## config.mk

```make
export PLATFORM = sky130hd
export DESIGN_NAME = neander_control
export DESIGN_NICKNAME = d
export VERILOG_FILES = /design/src/rtl/neander_pkg.sv /design/src/rtl/neander_decoder.sv /design/src/rtl/neander_control.sv
export SDC_FILE = /design/constraint.sdc
export NUM_CORES = 1
export LEC_CHECK = 0
export BUFFER_PORTS_ARGS = -buffer_cell sky130_fd_sc_hd__buf_2
export CAP_MARGIN = 25
export CORE_AREA = 2 2 39 41
export CTS_CLUSTER_SIZE = 28
export DETAILED_ROUTE_END_ITERATION = 12
export DIE_AREA = 0 0 41 43
export PLACE_DENSITY = 0.77
export SLEW_MARGIN = 15
export SYNTH_ARGS = -nofsm -noshare
export SYNTH_HDL_FRONTEND = slang
export SYNTH_SLANG_ARGS = --single-unit
```

## constraint.sdc

```tcl
create_clock -name i_clk -period 3.2 [get_ports i_clk]
set_input_delay 0.16 -clock i_clk [delete_from_list [all_inputs] [get_ports i_clk]]
set_output_delay 0.16 -clock i_clk [all_outputs]
set_load 0.03 [all_outputs]
```

## src/rtl/neander_pkg.sv

```systemverilog
// Shared definitions for the Neander control path: opcodes, ULA operation codes,
// control-unit state encoding and the bundle of control strobes.
package neander_pkg;

  localparam logic [3:0] OP_NOP = 4'h0;
  localparam logic [3:0] OP_STA = 4'h1;
  localparam logic [3:0] OP_LDA = 4'h2;
  localparam logic [3:0] OP_ADD = 4'h3;
  localparam logic [3:0] OP_OR  = 4'h4;
  localparam logic [3:0] OP_AND = 4'h5;
  localparam logic [3:0] OP_NOT = 4'h6;
  localparam logic [3:0] OP_JMP = 4'h8;
  localparam logic [3:0] OP_JN  = 4'h9;
  localparam logic [3:0] OP_JZ  = 4'hA;
  localparam logic [3:0] OP_HLT = 4'hF;

  typedef enum logic [2:0] {
    ULA_ADD  = 3'd0,
    ULA_AND  = 3'd1,
    ULA_OR   = 3'd2,
    ULA_NOT  = 3'd3,
    ULA_PASS = 3'd4
  } ula_op_t;

  typedef enum logic [3:0] {
    ST_F0   = 4'd0,
    ST_F1   = 4'd1,
    ST_F2   = 4'd2,
    ST_DEC  = 4'd3,
    ST_A0   = 4'd4,
    ST_A1   = 4'd5,
    ST_A2   = 4'd6,
    ST_X0   = 4'd7,
    ST_X1   = 4'd8,
    ST_HALT = 4'd9
  } state_t;

  typedef struct packed {
    logic is_mem;    // STA/LDA/ADD/OR/AND: operand address follows the opcode
    logic is_store;
    logic is_jump;
    logic is_alu;    // instructions that write AC from memory data
    logic is_halt;
    logic is_not;
  } op_class_t;

  typedef struct packed {
    logic    pc_inc;
    logic    pc_load;
    logic    mar_sel;
    logic    mar_load;
    logic    ri_load;
    logic    ac_load;
    logic    nz_load;
    ula_op_t ula_op;
    logic    mem_we;
    logic    halt;
  } ctrl_t;

  localparam ctrl_t CTRL_IDLE = '{
    pc_inc: 1'b0, pc_load: 1'b0, mar_sel: 1'b0, mar_load: 1'b0, ri_load: 1'b0,
    ac_load: 1'b0, nz_load: 1'b0, ula_op: ULA_PASS, mem_we: 1'b0, halt: 1'b0
  };

  // Conditional jumps only branch when their flag is set; JMP always branches.
  function automatic logic jump_taken(input logic [3:0] op, input logic n, input logic z);
    return (op == OP_JMP) || ((op == OP_JN) && n) || ((op == OP_JZ) && z);
  endfunction

endpackage

```

## src/rtl/neander_decoder.sv

```systemverilog
// Combinational opcode decoder: instruction class flags and the ULA operation
// used when the instruction writes AC.
module neander_decoder
  import neander_pkg::*;
(
  input  logic [3:0] opcode,
  output op_class_t  op_class,
  output ula_op_t    ula_op
);

  always_comb begin
    op_class = '0;
    ula_op   = ULA_PASS;
    case (opcode)
      OP_STA: begin
        op_class.is_mem   = 1'b1;
        op_class.is_store = 1'b1;
      end
      OP_LDA: begin
        op_class.is_mem = 1'b1;
        op_class.is_alu = 1'b1;
        ula_op          = ULA_PASS;
      end
      OP_ADD: begin
        op_class.is_mem = 1'b1;
        op_class.is_alu = 1'b1;
        ula_op          = ULA_ADD;
      end
      OP_OR: begin
        op_class.is_mem = 1'b1;
        op_class.is_alu = 1'b1;
        ula_op          = ULA_OR;
      end
      OP_AND: begin
        op_class.is_mem = 1'b1;
        op_class.is_alu = 1'b1;
        ula_op          = ULA_AND;
      end
      OP_NOT: begin
        op_class.is_not = 1'b1;
        ula_op          = ULA_NOT;
      end
      OP_JMP, OP_JN, OP_JZ: op_class.is_jump = 1'b1;
      OP_HLT:               op_class.is_halt = 1'b1;
      default: ;  // NOP and unassigned opcodes do nothing
    endcase
  end

endmodule

```

## src/rtl/neander_control.sv

```systemverilog
// Neander control unit: Moore-style fetch/decode/execute sequencer with
// combinational strobes. Defining NEANDER_STEP_EN adds i_step single-stepping.
module neander_control
  import neander_pkg::*;
(
  input  logic       i_clk,
  input  logic       i_rst,
  input  logic [3:0] i_opcode,
  input  logic       i_n,
  input  logic       i_z,
`ifdef NEANDER_STEP_EN
  input  logic       i_step,
`endif
  output logic       o_pc_inc,
  output logic       o_pc_load,
  output logic       o_mar_sel,
  output logic       o_mar_load,
  output logic       o_ri_load,
  output logic       o_ac_load,
  output logic       o_nz_load,
  output logic [2:0] o_ula_op,
  output logic       o_mem_we,
  output logic       o_halt
);

  state_t    state_reg;
  state_t    state_next;
  op_class_t op_class;
  ula_op_t   dec_ula_op;
  ctrl_t     ctrl;
  ctrl_t     ctrl_out;
  logic      step_ok;
  logic      taken;

`ifdef NEANDER_STEP_EN
  assign step_ok = i_step;
`else
  assign step_ok = 1'b1;
`endif

  neander_decoder u_decoder (
    .opcode   (i_opcode),
    .op_class (op_class),
    .ula_op   (dec_ula_op)
  );

  assign taken = jump_taken(i_opcode, i_n, i_z);

  always_ff @(posedge i_clk) begin
    if (!i_rst) state_reg <= ST_F0;
    else        state_reg <= state_next;
  end

  always_comb begin
    ctrl       = CTRL_IDLE;
    state_next = state_reg;
    case (state_reg)
      ST_F0: begin
        if (step_ok) begin
          ctrl.mar_load = 1'b1;
          state_next    = ST_F1;
        end else begin
          ctrl = '0;
        end
      end
      ST_F1: begin
        ctrl.pc_inc = 1'b1;
        state_next  = ST_F2;
      end
      ST_F2: begin
        ctrl.ri_load = 1'b1;
        state_next   = ST_DEC;
      end
      ST_DEC: begin
        state_next = ST_F0;
        if (op_class.is_not) begin
          ctrl.ula_op  = ULA_NOT;
          ctrl.ac_load = 1'b1;
          ctrl.nz_load = 1'b1;
        end else if (op_class.is_halt) begin
          state_next = ST_HALT;
        end else if (op_class.is_mem || taken) begin
          state_next = ST_A0;
        end else if (op_class.is_jump) begin
          // untaken conditional jump: step PC past the unused operand byte
          ctrl.pc_inc = 1'b1;
        end
      end
      ST_A0: begin
        ctrl.mar_load = 1'b1;
        state_next    = ST_A1;
      end
      ST_A1: begin
        ctrl.pc_inc = op_class.is_mem;
        state_next  = ST_A2;
      end
      ST_A2: begin
        if (op_class.is_jump) begin
          ctrl.pc_load = 1'b1;
          state_next   = ST_F0;
        end else begin
          ctrl.mar_sel  = 1'b1;
          ctrl.mar_load = 1'b1;
          state_next    = ST_X0;
        end
      end
      ST_X0: begin
        if (op_class.is_store) begin
          ctrl.mem_we = 1'b1;
          state_next  = ST_F0;
        end else begin
          state_next = ST_X1;
        end
      end
      ST_X1: begin
        ctrl.ula_op  = dec_ula_op;
        ctrl.ac_load = op_class.is_alu;
        ctrl.nz_load = op_class.is_alu;
        state_next   = ST_F0;
      end
      ST_HALT: begin
        ctrl.halt = 1'b1;
      end
      default: state_next = ST_F0;
    endcase
  end

  // Reset overrides every strobe so an aborted instruction cannot write anything.
  assign ctrl_out = i_rst ? ctrl : '0;

  assign o_pc_inc   = ctrl_out.pc_inc;
  assign o_pc_load  = ctrl_out.pc_load;
  assign o_mar_sel  = ctrl_out.mar_sel;
  assign o_mar_load = ctrl_out.mar_load;
  assign o_ri_load  = ctrl_out.ri_load;
  assign o_ac_load  = ctrl_out.ac_load;
  assign o_nz_load  = ctrl_out.nz_load;
  assign o_ula_op   = ctrl_out.ula_op;
  assign o_mem_we   = ctrl_out.mem_we;
  assign o_halt     = ctrl_out.halt;

endmodule

```

==> flow_metrics.env, run 1 <==
export IMPL_cp_arrival_ns=2.04
export IMPL_post_route_period_util_pct=68.66
export IMPL_cts_tree="yes"
export IMPL_ys_warn_count=0
export IMPL_pre_cts_ws_ns=1.247
export IMPL_fillers=147
export IMPL_ff2ff_path_depth=2
export IMPL_fmax_ghz=0.4551
export IMPL_ff2ff_setup_slack_ns=1.97
export IMPL_ant_nets=0
export IMPL_die_h_um=43
export IMPL_synth_area_per_cell_um2=6.947
export IMPL_power_uw=177.5
export IMPL_cts_buffers_inserted=3
export IMPL_grt_pass1_vias=503
export IMPL_dieWidth_um=41
export IMPL_critPathCaptureType="primary output"
export IMPL_firstDrtPassIters=5
export IMPL_rsz0062_at_grt="false"
export IMPL_vdd_drop_max_uv=129.7
export IMPL_synthFlopType="dfxtp_1"
export IMPL_grt_max_degree=13
export IMPL_finClkSkew_ns=0.005006
export IMPL_utilization_pct=44.67
export IMPL_grt_pass1_wl_um=2159
export IMPL_layout_commonest_cell="buf_2"
export IMPL_whs_path_depth=3
export IMPL_antenna_found_initial=0
export IMPL_drc_errors=0
export IMPL_finalCriticalPeriod_ns=2.197
export IMPL_clockBufferDepth=2
export IMPL_clock_latency_ns=0.24
export IMPL_fin_nets=101
export IMPL_clk_pin_slew_worst_paths_ns=0.04
export IMPL_hold_start="i_rst"
export IMPL_n_antenna_cell=0
export IMPL_ys_ff_latch=4
export IMPL_area_growth_pct=17.06
export IMPL_grt_total_usage_pct=17.30
export IMPL_synth_area_um2=528.0
export IMPL_gr_total_overflow=0
export IMPL_cts_sink_count=4
export IMPL_tightestPinTransition_ns=0.4991
export IMPL_clock_root_buffer="clkbuf_4"
export IMPL_synth_nets=84
export IMPL_drive_gt1_share_pct=30.77
export IMPL_hpwl_um=1042
export IMPL_status="finished clean"
export IMPL_cp_start_kind="register"
export IMPL_synth_edf_count=0
export IMPL_drtIter0Drc=19
export IMPL_core_area_um2=1384
export IMPL_hold_viol_final=0
export IMPL_design_die_area_um2=1763
export IMPL_yosysSeqAreaShare_pct=15.17
export IMPL_ioPinCount=20
export IMPL_finalWorstSetupSlack_ns=1.003
export IMPL_async_flop_share_pct=0
export IMPL_wire_per_inst_um=12.90
export IMPL_cts_resized=0
export IMPL_finalSetupTns_ns=0
export IMPL_cts_htree_levels=1
export IMPL_crit_required_ns=3.04
export IMPL_relSlewSlack_pct=66.26
export IMPL_min_to="state_reg[1]$_SDFFE_PN0P_"
export IMPL_timing_rr_end="state_reg[3]$_SDFFE_PN0P_"
export IMPL_crit_fanout=12
export IMPL_rr_startpoint="state_reg[1]$_SDFFE_PN0P_"
export IMPL_final_cell_mix="buf_2 (19), a21oi_1 (6), nor2_1 (5)"
export IMPL_hp_class="in2reg"
export IMPL_rows=14
export IMPL_ys_types=36
export IMPL_p_per_area_nw_per_um2=287.1
export IMPL_place_congestion=0.8461
export IMPL_io_buffer_count=19
export IMPL_maxCapViolCount=0
export IMPL_post_cts_setup_buffers=0
export IMPL_syn_inst=76
export IMPL_wl_um=1380
export IMPL_holdBufCountCts=0
export IMPL_largest_register_ffs=4
export IMPL_setup_viol=0
export IMPL_via_per_inst=5.888
export IMPL_path_class="reg2out"
export IMPL_leakage_uw=0.0002718
export IMPL_vias=630
export IMPL_slew_violations=0
export IMPL_start_util_pct=38.16
worst max path at each step:
stage                                         start         to
after global placement    state_reg[2]$_SDFFE_PN0P_  o_nz_load
final                     state_reg[2]$_SDFFE_PN0P_  o_ac_load
after CTS                 state_reg[2]$_SDFFE_PN0P_  o_nz_load
after floorplan           state_reg[1]$_SDFFE_PN0P_  o_nz_load
after detailed placement  state_reg[2]$_SDFFE_PN0P_  o_ac_load
after global routing      state_reg[2]$_SDFFE_PN0P_  o_ac_load
power by group:
group / switching [uW] / internal (uW) / total [uW]
sequential: 6.53 / 52.7 / 59.2
combinational: 34.8 / 18.4 / 53.2
clock: 23.0 / 42.1 / 65.1
total: 64.3 / 113 / 177
layer usage:
layer  track usage [%]  routed length, um  part of all wire [%]  vias up
li1                  -                  -                     -      315
met1             23.49                619                    45      289
met2             27.19                657                    48       26
met3             3.141                102                   7.4        0
met4             4.000                  0                     0        0
met5                 0                  0                     0        -
through the flow:
step                cells  area (um^2)  hold slack, ns
global route          107        618.1          0.3050
floorplan              76        528.0          0.3375
CTS                   107        618.1          0.2784
global placement      104        595.6          0.5288
finish                107        618.1          0.2844
detailed placement    104        595.6          0.5408
synth_stat cells (2+ instances only):
| master | count | area [um^2] |
|---|---|---|
| a21oi_1 | 6 | 30.03 |
| nor2_1 | 5 | 18.77 |
| dfxtp_1 | 4 | 80.08 |
| inv_1 | 4 | 15.01 |
| nand3_1 | 4 | 20.02 |
| nor3_1 | 4 | 20.02 |
| o21ai_0 | 4 | 20.02 |
| nand2_1 | 3 | 11.26 |
| nand2b_1 | 3 | 18.77 |
| nand3b_1 | 3 | 22.52 |
| or3_1 | 3 | 18.77 |
| a31oi_1 | 2 | 12.51 |
| and2_1 | 2 | 12.51 |
| and3_1 | 2 | 12.51 |
| buf_2 | 2 | 10.01 |
| buf_6 | 2 | 22.52 |
| clkbuf_1 | 2 | 7.510 |
| inv_2 | 2 | 7.510 |
| o211ai_1 | 2 | 15.01 |
area by class of cell:
class	count	area, um^2	area share [%]
Inverter	6	22.52	3.644
Multi-Input combinational cell	59	377.9	61.13
Sequential cell	4	80.08	12.96
Timing Repair Buffer	19	95.09	15.38
Tap cell	16	20.02	3.239
Clock buffer	3	22.52	3.644
critical path, cell delays in order, from the launching register on:
cell       delay, ns
dfxtp_1         0.41
or4b_4          0.60
nor2_2          0.09
a31oi_1         0.05
a2111oi_2       0.39
buf_2           0.26
cell families (layout without fill, tap and decap cells):
| group | Yosys count | count (layout) | share of synthesized area [%] |
|---|---|---|---|
| flip-flops | 4 | 4 | 15.17 |
| buffers and inverters | 13 | 28 | 13.27 |
| XOR/XNOR | 1 | 1 | 1.659 |
| AO/OA/AOI/OAI | 23 | 23 | 30.33 |
| AND/OR/NAND/NOR | 35 | 35 | 39.58 |
Note: power is estimated with default switching activity, not from simulation.
==> run 2: changes to the inputs <==
- PLACE_DENSITY: 0.77 -> 0.79
- clock period: 3.2 -> 1.83 ns (I/O delays scaled with it)
==> run 2 against run 1 <==
  * The flow now finishes with violations (negative setup slack)
  * Non-clock buffer count is 11 higher
  * Clock skew decreased by 0.0043 ns
  * Sequential share of layout area down 2.7 points
  * Combinational power rose to 2.7 times the previous value
  * Die area stayed put
  * Clock power grew 89%
  * Final cell count grew 10%
  * Register-to-register slack worse by 1.4 ns
  * Routed wire length up 27%
  * Global-route usage up 2.8 points
  * Power up 100%
  * Critical endpoint unchanged
==> flow_metrics.env, run 2 (synthesis gave the netlist of run 1 again) <==
export IMPL_hold_viol_final=0
export IMPL_vdd_drop_max_uv=218.3
export IMPL_final_cell_mix="buf_2 (14), buf_4 (12), nor2_1 (5), a21oi_1 (5)"
export IMPL_maxCapViolCount=0
export IMPL_p_per_area_nw_per_um2=450.1
export IMPL_drc_errors=0
export IMPL_finalCriticalPeriod_ns=1.926
export IMPL_fmax_ghz=0.5193
export IMPL_grt_pass1_wl_um=2484
export IMPL_antenna_found_initial=0
export IMPL_cts_htree_levels=1
export IMPL_finalWorstSetupSlack_ns=-0.09575
export IMPL_design_die_area_um2=1763
export IMPL_rsz0062_at_grt="true"
export IMPL_slew_violations=0
export IMPL_hp_class="in2reg"
export IMPL_firstDrtPassIters=4
export IMPL_tightestPinTransition_ns=0.3691
export IMPL_use_met1_pct=22.76
export IMPL_via_per_inst=5.975
export IMPL_cts_buffers_inserted=3
export IMPL_grt_total_usage_pct=20.06
export IMPL_gr_total_overflow=0
export IMPL_clock_latency_ns=0.25
export IMPL_finClkSkew_ns=0.0006843
export IMPL_die_h_um=43
export IMPL_place_congestion=0.7952
export IMPL_status="finished with violations"
export IMPL_io_buffer_count=19
export IMPL_critPathCaptureType="primary output"
export IMPL_stdcell_area_um2=802.0
export IMPL_drive_gt1_share_pct=44.12
export IMPL_busiest_layer="met2"
export IMPL_utilization_pct=57.96
export IMPL_cts_tree="yes"
export IMPL_fin_nets=112
export IMPL_area_growth_pct=51.90
export IMPL_clockBufferDepth=2
export IMPL_clock_root_buffer="clkbuf_4"
export IMPL_ant_nets=0
export IMPL_wire_per_inst_um=14.90
export IMPL_n_antenna_cell=0
export IMPL_post_route_period_util_pct=105.2
export IMPL_cp_arrival_ns=1.83
export IMPL_fillers=106
export IMPL_path_class="reg2out"
export IMPL_layout_commonest_cell="buf_2"
export IMPL_largest_register_ffs=4
export IMPL_crit_required_ns=1.74
export IMPL_ff2ff_setup_slack_ns=0.54
export IMPL_multi_input_area_um2=449.2
export IMPL_finalSetupTns_ns=-0.1958
export IMPL_cts_sink_count=4
export IMPL_holdBufCountCts=0
export IMPL_core_area_um2=1384
export IMPL_ioPinCount=20
export IMPL_wl_um=1758
export IMPL_leakage_uw=0.0003344
export IMPL_gr_usage_met3_pct=2.094
export IMPL_hpwl_um=1153
export IMPL_violations="negative setup slack"
export IMPL_grt_pass1_vias=618
export IMPL_pre_cts_ws_ns=0.1686
export IMPL_cp_start_kind="register"
export IMPL_grtUsageMet2_pct=33.44
export IMPL_rows=14
export IMPL_clk_pin_slew_worst_paths_ns=0.04
export IMPL_start_util_pct=38.16
export IMPL_vias=705
export IMPL_crit_fanout=3
export IMPL_dieWidth_um=41
export IMPL_drtIter0Drc=29
export IMPL_seqCellArea_um2=82.58
export IMPL_relSlewSlack_pct=75.39
export IMPL_place_area_um2=659.4
export IMPL_grt_max_degree=13
export IMPL_setup_viol=3
## run 2: cell count changes in the layout (fill, tap and decap cells not counted), moves of 2 or more
| cell | delta |
|---|---|
| buf_6 | +4 |
| buf_2 | -5 |
| dfxtp_2 | +2 |
| dfxtp_1 | -2 |
| buf_4 | +12 |
## run 2: repair_timing
action,in CTS,in global routing
pin swaps,0,2
setup buffers,1,4
resized for setup,6,13
setup endpoints to repair,3,6
## run 2: final cells by class
cell class	count	share of cell area [%]
Multi-Input combinational cell	59	56.01
Timing Repair Buffer	30	25.59
Sequential cell	4	10.30
Clock buffer	3	2.808
Tap cell	16	2.496
Inverter	6	2.808
## run 2: worst paths after layout
check / from / endpoint / depth (start not counted)
setup / recovery: state_reg[2]$_SDFFE_PN0P_ / o_ac_load / 5
hold / removal: i_rst / state_reg[1]$_SDFFE_PN0P_ / 3
setup reg to reg: state_reg[0]$_SDFFE_PN0P_ / state_reg[3]$_SDFFE_PN0P_ / 6
hold reg to reg: state_reg[1]$_SDFFE_PN0P_ / state_reg[3]$_SDFFE_PN0P_ / 3
## run 2: power by group
part	leakage [uW]	internal, uW	total, uW	switching, uW
logic	0.000287	54.6	142	87.0
registers	0.0000333	92.8	96.1	3.31
clock network	0.0000138	74.2	123	49.1
total	0.000334	222	361	139
## run 2: layer usage
metal	vias up	wire (um)
met4	0	38
met3	4	143
met5	-	0
li1	339	-
met2	52	894
met1	310	681
## run 2: metrics by stage
stage               hold slack, ns  total power (uW)  instances
finish                      0.2417             361.0        118
global placement            0.4635             207.8        110
detailed placement          0.4713             209.0        110
CTS                         0.2279             335.6        114
global route                0.2743             376.6        118
floorplan                   0.2690             178.8         76
## run 2: critical path, stage by stage (launching register included)
cell	delay (ns)
dfxtp_1	0.31
or4b_4	0.56
nor2_4	0.12
a31oi_4	0.04
a2111oi_4	0.33
buf_4	0.22
